--- config.mk ---
export PLATFORM = sky130hd
export DESIGN_NAME = la_vmux_pipe
export DESIGN_NICKNAME = d
export VERILOG_FILES = /design/src/rtl/la_vmux_pkg.sv /design/src/rtl/la_vmux_skid.sv /design/src/rtl/la_vmux_pipe.sv
export SDC_FILE = /design/constraint.sdc
export NUM_CORES = 1
export LEC_CHECK = 0
export CAP_MARGIN = 20
export CORE_MARGIN = 2
export CORE_UTILIZATION = 34
export CTS_CLUSTER_SIZE = 25
export DETAILED_ROUTE_END_ITERATION = 16
export GPL_TIMING_DRIVEN = 0
export MAX_ROUTING_LAYER = met4
export PLACE_DENSITY = 0.8
export SKIP_CTS_REPAIR_TIMING = 1
export SLEW_MARGIN = 10
export SYNTH_ARGS = -nofsm -noshare
export SYNTH_HDL_FRONTEND = slang
export SYNTH_SLANG_ARGS = --single-unit
--- constraint.sdc ---
create_clock -name clk -period 1.8 [get_ports clk]
set_input_delay 0.36 -clock clk [delete_from_list [all_inputs] [get_ports clk]]
set_output_delay 0.36 -clock clk [all_outputs]
set_load 0.01 [all_outputs]
--- src/rtl/la_vmux_pkg.sv ---
// Shared constants, buffer-state encoding and helpers for the la_vmux pipelined mux family.
package la_vmux_pkg;

    localparam string LA_VMUX_ONEHOT   = "ONEHOT";
    localparam string LA_VMUX_PRIORITY = "PRIORITY";

    typedef enum logic [1:0] {
        BUF_EMPTY = 2'b00,
        BUF_ONE   = 2'b01,
        BUF_FULL  = 2'b11
    } buf_state_e;

    // True when two or more bits are set; a running "seen one" chain, no adder.
    function automatic logic popcount_ge2(input logic [63:0] v);
        logic seen;
        logic ge2;
        seen = 1'b0;
        ge2  = 1'b0;
        for (int i = 0; i < 64; i++) begin
            ge2  = ge2 | (seen & v[i]);
            seen = seen | v[i];
        end
        return ge2;
    endfunction

endpackage

--- src/rtl/la_vmux_skid.sv ---
// Generic 2-entry valid/ready register slice (main + skid) with full throughput.
module la_vmux_skid
    import la_vmux_pkg::*;
#(
    parameter int    W    = 9,
    parameter string PROP = "DEFAULT"
) (
    input  logic         clk,
    input  logic         reset,
    input  logic         in_valid,
    output logic         in_ready,
    input  logic [W-1:0] in_data,
    output logic         out_valid,
    input  logic         out_ready,
    output logic [W-1:0] out_data
);

    buf_state_e   state_q, state_d;
    logic [W-1:0] main_q;
    logic [W-1:0] skid_q;
    logic         load_main;
    logic         load_skid;
    logic         move_skid;
    logic         accept;
    logic         emit;

    assign in_ready  = (state_q != BUF_FULL);
    assign out_valid = (state_q != BUF_EMPTY);
    assign out_data  = main_q;
    assign accept    = in_valid & in_ready;
    assign emit      = out_valid & out_ready;

    always_ff @(posedge clk or posedge reset) begin
        if (reset) begin
            state_q <= BUF_EMPTY;
            main_q  <= '0;
            skid_q  <= '0;
        end else begin
            state_q <= state_d;
            if (load_main) begin
                main_q <= in_data;
            end else if (move_skid) begin
                main_q <= skid_q;
            end
            if (load_skid) begin
                skid_q <= in_data;
            end
        end
    end

    always_comb begin
        state_d   = state_q;
        load_main = 1'b0;
        load_skid = 1'b0;
        move_skid = 1'b0;
        case (state_q)
            BUF_EMPTY: begin
                if (accept) begin
                    load_main = 1'b1;
                    state_d   = BUF_ONE;
                end
            end
            BUF_ONE: begin
                if (accept && emit) begin
                    load_main = 1'b1;
                end else if (accept) begin
                    load_skid = 1'b1;
                    state_d   = BUF_FULL;
                end else if (emit) begin
                    state_d   = BUF_EMPTY;
                end
            end
            BUF_FULL: begin
                // Input is blocked here, so only the drain path matters.
                if (emit) begin
                    move_skid = 1'b1;
                    state_d   = BUF_ONE;
                end
            end
            default: begin
                state_d = BUF_EMPTY;
            end
        endcase
    end

endmodule

--- src/rtl/la_vmux_pipe.sv ---
// Registered M-input select mux (one-hot AND-OR or lowest-index priority) with valid/ready.
// Optional select-error detection enabled by defining LA_VMUX_PIPE_ERRCHK_EN.
module la_vmux_pipe
    import la_vmux_pkg::*;
#(
    parameter int    N    = 8,
    parameter int    M    = 8,
    parameter string MODE = "ONEHOT",
    parameter string PROP = "DEFAULT"
) (
    input  logic           clk,
    input  logic           reset,
    input  logic           in_valid,
    output logic           in_ready,
    input  logic [M-1:0]   sel,
    input  logic [M*N-1:0] in,
    output logic           out_valid,
    input  logic           out_ready,
    output logic [N-1:0]   out,
    output logic           err,
    output logic           err_sticky,
    input  logic           err_clr
);

    logic [N-1:0] mux_w;

    generate
        if (MODE == LA_VMUX_PRIORITY) begin : g_prio
            always_comb begin
                mux_w = '0;
                for (int i = M - 1; i >= 0; i--) begin
                    if (sel[i]) begin
                        mux_w = in[i*N +: N];
                    end
                end
            end
        end else begin : g_onehot
            always_comb begin
                mux_w = '0;
                for (int i = 0; i < M; i++) begin
                    mux_w = mux_w | ({N{sel[i]}} & in[i*N +: N]);
                end
            end
        end
    endgenerate

`ifdef LA_VMUX_PIPE_ERRCHK_EN
    logic         sel_err_w;
    logic [N:0]   slice_out_w;
    logic         err_sticky_q;

    generate
        if (MODE == LA_VMUX_PRIORITY) begin : g_err_prio
            assign sel_err_w = ~|sel;
        end else begin : g_err_onehot
            assign sel_err_w = (~|sel) | popcount_ge2(64'(sel));
        end
    endgenerate

    // The error flag rides in the top bit so it stays paired with its word.
    la_vmux_skid #(
        .W    (N + 1),
        .PROP (PROP)
    ) u_skid (
        .clk       (clk),
        .reset     (reset),
        .in_valid  (in_valid),
        .in_ready  (in_ready),
        .in_data   ({sel_err_w, mux_w}),
        .out_valid (out_valid),
        .out_ready (out_ready),
        .out_data  (slice_out_w)
    );

    assign out = slice_out_w[N-1:0];
    assign err = out_valid & slice_out_w[N];

    always_ff @(posedge clk or posedge reset) begin
        if (reset) begin
            err_sticky_q <= 1'b0;
        end else if (in_valid && in_ready && sel_err_w) begin
            err_sticky_q <= 1'b1;
        end else if (err_clr) begin
            err_sticky_q <= 1'b0;
        end
    end

    assign err_sticky = err_sticky_q;
`else
    logic unused_err_clr;

    la_vmux_skid #(
        .W    (N),
        .PROP (PROP)
    ) u_skid (
        .clk       (clk),
        .reset     (reset),
        .in_valid  (in_valid),
        .in_ready  (in_ready),
        .in_data   (mux_w),
        .out_valid (out_valid),
        .out_ready (out_ready),
        .out_data  (out)
    );

    assign err            = 1'b0;
    assign err_sticky     = 1'b0;
    assign unused_err_clr = err_clr;
`endif

endmodule

==> PnR_summary.wiki, run 1 <==
{| class="wikitable"
! Metric !! Value
|-
| Outcome || complete, no violations
|-
| Final GP Congestion || 0.862
|-
| Number of antenna violations at the first check in global routing || 0
|-
| Die height || 63.8 um
|-
| Post-synth EDFFs || 0
|-
| Clock tree buffer depth || 2
|-
| Primary flip-flop cell chosen by synthesis mapping || dfrtp_1
|-
| Synth top area cells || dfrtp_1 37%, a22oi_1 20%, mux2_2 7.4%, mux2i_1 6.6%, ha_1 4.1%
|-
| Commonest cells in the synthesized netlist || 32 x a22oi_1, 18 x dfrtp_1, 9 x nand2_1
|-
| Final instance area || 2110 um^2
|-
| Cell-by-cell trace of the critical path || inv_1, ha_2, and2b_1, nor2_4, mux2_2
|-
| Detailed-route wire length per cell || 15.3 um
|-
| ANT nets after route || 0
|-
| Detail Placement HPWL || 3110 um
|-
| Row cnt || 21
|-
| Number of optimization iterations in the first detailed-route pass || 4
|-
| Global-route wire length before repair || 6290 um
|-
| Static leakage power || 0.866 nW
|-
| Area occupied by multi-input gates || 716 um^2
|-
| Kind of launch point of the worst setup path || register
|-
| Worst Clk Skew || 0.0100 ns
|-
| Delay of the slowest critical-path stage || 0.41 ns
|-
| Filler instances || 274
|-
| Clock buffer count from CTS || 3
|-
| Arrival time at the worst endpoint || 1.87 ns
|-
| Initial core utilization || 0.358
|-
| Fraction of the yosys area taken by sequential cells || 0.371
|-
| Area overhead of the layout relative to synthesis || 73.6%
|-
| #FFs+latches synth || 18
|-
| Summed instance area of the synthesized netlist || 1210 um^2
|-
| Max rail drop VDD || 0.724 mV
|-
| Antenna diode instance count || 0
|-
| Endpoints failing setup || 0
|-
| Total via count in the routed design || 1343
|-
| Pin count of the biggest net entering global routing || 19
|-
| Number of clock sinks || 18
|-
| Final number of hold-violating endpoints || 0
|-
| Crit path buf inv count || 1
|-
| Dominant cell by count in the synthesized netlist || a22oi_1
|-
| Port Buf Inserts || 77
|-
| Count of synthesis-stage warnings from yosys || 0
|-
| WL final || 3930 um
|-
| Number of global-route vias before repair || 1431
|-
| Reg clk slew, reported paths || 0.10 ns
|-
| Clock network latency to the later pin of the worst-skew pair || 0.29 ns
|-
| Die boundary width || 63.8 um
|-
| Slew margin rel. || 0.554
|-
| Routed vias/inst || 5.23
|-
| DRC errors left || 0
|-
| Count of different cell masters after synthesis || 26
|-
| Tightest Pin Transition || 0.668 ns
|-
| Full die area || 4070 um^2
|-
| Maximum achievable frequency || 590 MHz
|-
| Total congestion overflow || 0
|-
| Cell type with the largest total area after synthesis || dfrtp_1
|-
| Portion of the clock cycle consumed by the worst path in the final layout || 0.942
|-
| Tightest Hold Check Type || primary input to async pin
|-
| Number of DRC markers after the initial detailed-route iteration || 96
|-
| Post-detailed-placement cell area || 2050 um^2
|-
| Mapped Cells || 128
|-
| Clk root buf || clkbuf_4
|-
| Biggest fanout along the worst timing path || 8
|-
| Net total in the final layout || 294
|-
| Overall power of the completed layout || 2.05 mW
|-
| Share of synthesized flip-flops with an asynchronous set or reset || 1.00
|-
| Cell family with the largest share of critical-path delay || simple AND/OR/NAND/NOR gates
|-
| CP max stage cell || dfrtp_1
|-
| Kind of end point of the critical path || register
|-
| Worst setup path class || register to register
|-
| Power density relative to cell area || 970 nW/um^2
|-
| Max cap viols || 0
|-
| Fin crit period || 1.70 ns
|-
| CTS HTree Levels || 1
|-
| Aggregate global-route resource usage || 0.201
|-
| Average instance area after synthesis || 9.49 um^2
|-
| Proportion of netlist area held by the largest area contributor || 0.371
|-
| Layout cells sized above 1 || 0.109
|-
| Setup TNS || 0 ns
|-
| Setup repair after global routing missed its margin || false
|-
| Boundary pin count || 89
|-
| Area occupied by registers || 450 um^2
|-
| TritonCTS clock tree || done
|-
| Max Transition Viols Final || 0
|-
| Required time of the critical path || 1.98 ns
|-
| Core region area || 3390 um^2
|}
## cell type report
| type | count | share of cell area |
|---|---|---|
| Timing Repair Buffer | 79 | 0.375 |
| Multi-Input combinational cell | 94 | 0.339 |
| Sequential cell | 18 | 0.214 |
| Tap cell | 46 | 0.0273 |
| Buffer | 11 | 0.0237 |
| Clock buffer | 3 | 0.0107 |
| Inverter | 6 | 0.0107 |
## power by group
group,internal (mW),total (mW),switching [mW],leakage [nW]
combinational,0.655,1.13,0.475,0.660
sequential,0.605,0.722,0.117,0.192
clock,0.0779,0.195,0.117,0.0138
## placed cells by master (no fill, tap or decap), drive strengths merged
cell and n:
a21oi 3, a222oi 1, a22oi 32, and2b 1, buf 9, clkbuf 7, clkdlybuf4s50 75, conb 2
dfrtp 18, dlymetal6s2s 2, ha 4, inv 6, mux2 9, mux2i 8, nand2 10, nand2b 2
nand3 1, nand4 8, nor2 3, o21ai 8, o22ai 1, o32ai 1
## registers in the layout (all words and copies together) (netlist names)
| signal | count |
|---|---|
| u_skid.out_data | 8 |
| u_skid.skid_q | 8 |
| u_skid.state_q | 2 |
## through the flow
stage	instances	setup WS, ns	hold slack [ns]	util
floorplan	129	0.206	0.299	-
global placement	252	-0.0963	0.489	0.604
detailed placement	252	-0.121	0.496	0.604
CTS	255	-0.204	0.482	0.611
global route	257	0.00791	0.519	0.622
finish	257	0.104	0.452	0.622
## per-layer routing
layer	part of all wire	routed length (um)	track usage	up-vias
li1	-	-	-	652
met1	0.40	1560	0.230	646
met2	0.54	2110	0.354	39
met3	0.057	226	0.0546	6
met4	0.0089	35	0.0435	0
met5	0	0	-	-
## path summary, 6_finish.rpt
kind / depth (start not counted) / slack, ns / startpoint / endpoint
max: 5 / 0.10 / u_skid.state_q[0]$_DFFE_PP0P_ / u_skid.skid_q[6]$_DFFE_PP0P_
min: 2 / 0.45 / reset / u_skid.out_data[4]$_DFFE_PP0P_
max reg2reg: 5 / 0.10 / u_skid.state_q[0]$_DFFE_PP0P_ / u_skid.skid_q[6]$_DFFE_PP0P_
min reg2reg: 1 / 0.51 / u_skid.skid_q[4]$_DFFE_PP0P_ / u_skid.skid_q[4]$_DFFE_PP0P_
max in group asynchronous: 2 / 0.91 / reset / u_skid.skid_q[4]$_DFFE_PP0P_
min in group clk: 1 / 0.51 / u_skid.skid_q[4]$_DFFE_PP0P_ / u_skid.skid_q[4]$_DFFE_PP0P_
## cell families (layout without fill, tap and decap cells)
logic type / Yosys count / after routing / synth area share
AO/OA/AOI/OAI: 46 / 46 / 0.264
AND/OR/NAND/NOR: 25 / 25 / 0.112
flip-flops: 18 / 18 / 0.371
multiplexers: 17 / 17 / 0.149
buffers and inverters: 17 / 99 / 0.0597
adder cells (fa/ha/maj): 4 / 4 / 0.0412
other: 1 / 2 / 0.00309
No activity file was read; power rests on OpenSTA's default activity.
==> inputs of run 2 (changes only) <==
- PLACE_DENSITY: 0.8 -> not set
- PLACE_DENSITY_LB_ADDON: not set -> 0.1
==> run 2 against run 1 <==
Compared with the run above:
- the flow now finishes with violations (setup timing)
- count of clock-buffer cells in the layout is 1 higher
- sequential power fell by 1%
- highest routed layer unchanged
- non-clock buffer count rose by 1
- critical endpoint is now u_skid.state_q[0]$_DFFE_PP0P_
- total power is 7.4% higher
- worst setup slack worse by 0.13 ns
- sequential share of layout area decreased by 0.31 points
- clock skew is 0.0082 ns lower
==> PnR_summary.wiki, run 2 (same netlist as run 1, synthesis figures left out) <==
{| class="wikitable"
! Metric !! Value
|-
| Outcome || finished, violations left
|-
| Failing checks || setup timing
|-
| Filler instances || 281
|-
| Layout cells sized above 1 || 0.122
|-
| Pin count of the biggest net entering global routing || 19
|-
| Post-detailed-placement cell area || 2050 um^2
|-
| Final number of hold-violating endpoints || 0
|-
| Met2 layer usage reported by global route || 0.399
|-
| Area overhead of the layout relative to synthesis || 76.2%
|-
| Total congestion overflow || 0
|-
| Setup repair after global routing missed its margin || true
|-
| Clock buffer count from CTS || 3
|-
| Initial core utilization || 0.358
|-
| Portion of the clock cycle consumed by the worst path in the final layout || 1.01
|-
| Net total in the final layout || 295
|-
| Total via count in the routed design || 1361
|-
| Power density relative to cell area || 1030 nW/um^2
|-
| Hold WS || 0.452 ns
|-
| Static leakage power || 0.879 nW
|-
| Die height || 63.8 um
|-
| Max rail drop VDD || 0.730 mV
|-
| Number of optimization iterations in the first detailed-route pass || 4
|-
| Slew margin rel. || 0.548
|-
| Required time of the critical path || 1.97 ns
|-
| Core region area || 3390 um^2
|-
| WL final || 4450 um
|-
| Routed vias/inst || 5.25
|-
| Setup WS pre-CTS || -0.105 ns
|-
| ANT nets after route || 0
|-
| CTS HTree Levels || 1
|-
| Cell Count Post-Placement || 252
|-
| Number of global-route vias before repair || 1446
|-
| Crit Reg-Reg Startpoint || u_skid.state_q[0]$_DFFE_PP0P_
|-
| Most frequent cells in the layout || 75 x clkdlybuf4s50_1, 32 x a22oi_1, 18 x dfrtp_1, 9 x nand2_1
|-
| Port Buf Inserts || 77
|-
| Reg-to-reg slack, setup || -0.02 ns
|-
| Final instance area || 2140 um^2
|-
| Met3 Use GR || 0.0405
|-
| Kind of end point of the critical path || register
|-
| Endpoints failing setup || 1
|-
| Number of clock sinks || 18
|-
| Maximum achievable frequency || 548 MHz
|-
| Clock tree buffer depth || 2
|-
| Gr busiest metal || met2
|-
| Detailed-route wire length per cell || 17.2 um
|-
| Clk root buf || clkbuf_4
|-
| Global-route wire length before repair || 6820 um
|-
| Clock network latency to the later pin of the worst-skew pair || 0.29 ns
|-
| Die boundary width || 63.8 um
|-
| First element of the critical path || u_skid.state_q[0]$_DFFE_PP0P_
|-
| Max Transition Viols Final || 0
|-
| Worst Clk Skew || 0.00184 ns
|-
| Leading cell type in the layout, fill and taps excluded || clkdlybuf4s50_1
|-
| Met1 Track Usage GR || 0.253
|-
| Number of antenna violations at the first check in global routing || 0
|-
| Tightest Hold Check Type || primary input to async pin
|-
| Boundary pin count || 89
|-
| Reg clk slew, reported paths || 0.10 ns
|-
| Max cap viols || 0
|-
| Final critical-path setup slack || -0.0233 ns
|-
| Full die area || 4070 um^2
|-
| Biggest fanout along the worst timing path || 5
|-
| Aggregate global-route resource usage || 0.219
|-
| Tightest Pin Transition || 0.677 ns
|-
| Antenna diode instance count || 0
|-
| Kind of launch point of the worst setup path || register
|-
| Worst setup path class || register to register
|-
| Detail Placement HPWL || 3420 um
|-
| Number of DRC markers after the initial detailed-route iteration || 69
|-
| Fin crit period || 1.82 ns
|-
| Number of standard cells in the layout, taps in and fillers out || 259
|-
| Row cnt || 21
|-
| Final GP Congestion || 0.935
|-
| TritonCTS clock tree || done
|-
| DRC errors left || 0
|-
| Arrival time at the worst endpoint || 2.00 ns
|}
==> run 2: changes by cell type in the layout (fill, tap and decap cells not counted), sizes merged <==
cell    change
clkbuf      +1
buf         +1
==> run 2: area by class of cell <==
class,count,area (um^2),share of cell area
timing repair buffer,80,798,0.373
multi-input combinational,94,726,0.339
sequential,18,450,0.210
tap,46,57.6,0.0269
buffer,11,50.0,0.0234
clock buffer,4,36.3,0.0169
inverter,6,22.5,0.0105
==> run 2: metrics by stage <==
step | TNS [ns] | util | power (mW)
4_1_cts | -0.484 | 0.615 | 2.09
3_5_place_dp | -1.10 | 0.604 | 1.83
3_3_place_gp | -1.16 | 0.604 | 1.77
5_1_grt | -0.375 | 0.632 | 2.36
2_1_floorplan | 0 | - | 1.30
6_report | -0.0233 | 0.632 | 2.20
==> run 2: worst max-delay path: stages (launching register included) <==
cell and delay (ns):
dfrtp_1 0.40, buf_4 0.15, inv_2 0.07, ha_4 0.15
nand2b_4 0.13, o22ai_1 0.07, a222oi_1 0.32, mux2_1 0.41
==> run 2: routing by layer <==
metal	share of wire	vias to the layer above
li1	-	658
met5	0	-
met1	0.40	641
met3	0.037	10
met4	0.024	0
met2	0.54	52
==> run 2: path summary, 6_finish.rpt <==
kind	to	cells after the start
min	u_skid.skid_q[3]$_DFFE_PP0P_	2
min reg2reg	u_skid.skid_q[4]$_DFFE_PP0P_	1
max	u_skid.state_q[0]$_DFFE_PP0P_	7
max reg2reg	u_skid.state_q[0]$_DFFE_PP0P_	7
min in group clk	u_skid.skid_q[4]$_DFFE_PP0P_	1
max in group asynchronous	u_skid.out_data[2]$_DFFE_PP0P_	2
==> run 2: report_power, final <==
group | switching, mW | internal, mW | leakage (nW)
logic | 0.546 | 0.687 | 0.666
clock network | 0.129 | 0.123 | 0.0210
registers | 0.109 | 0.604 | 0.192
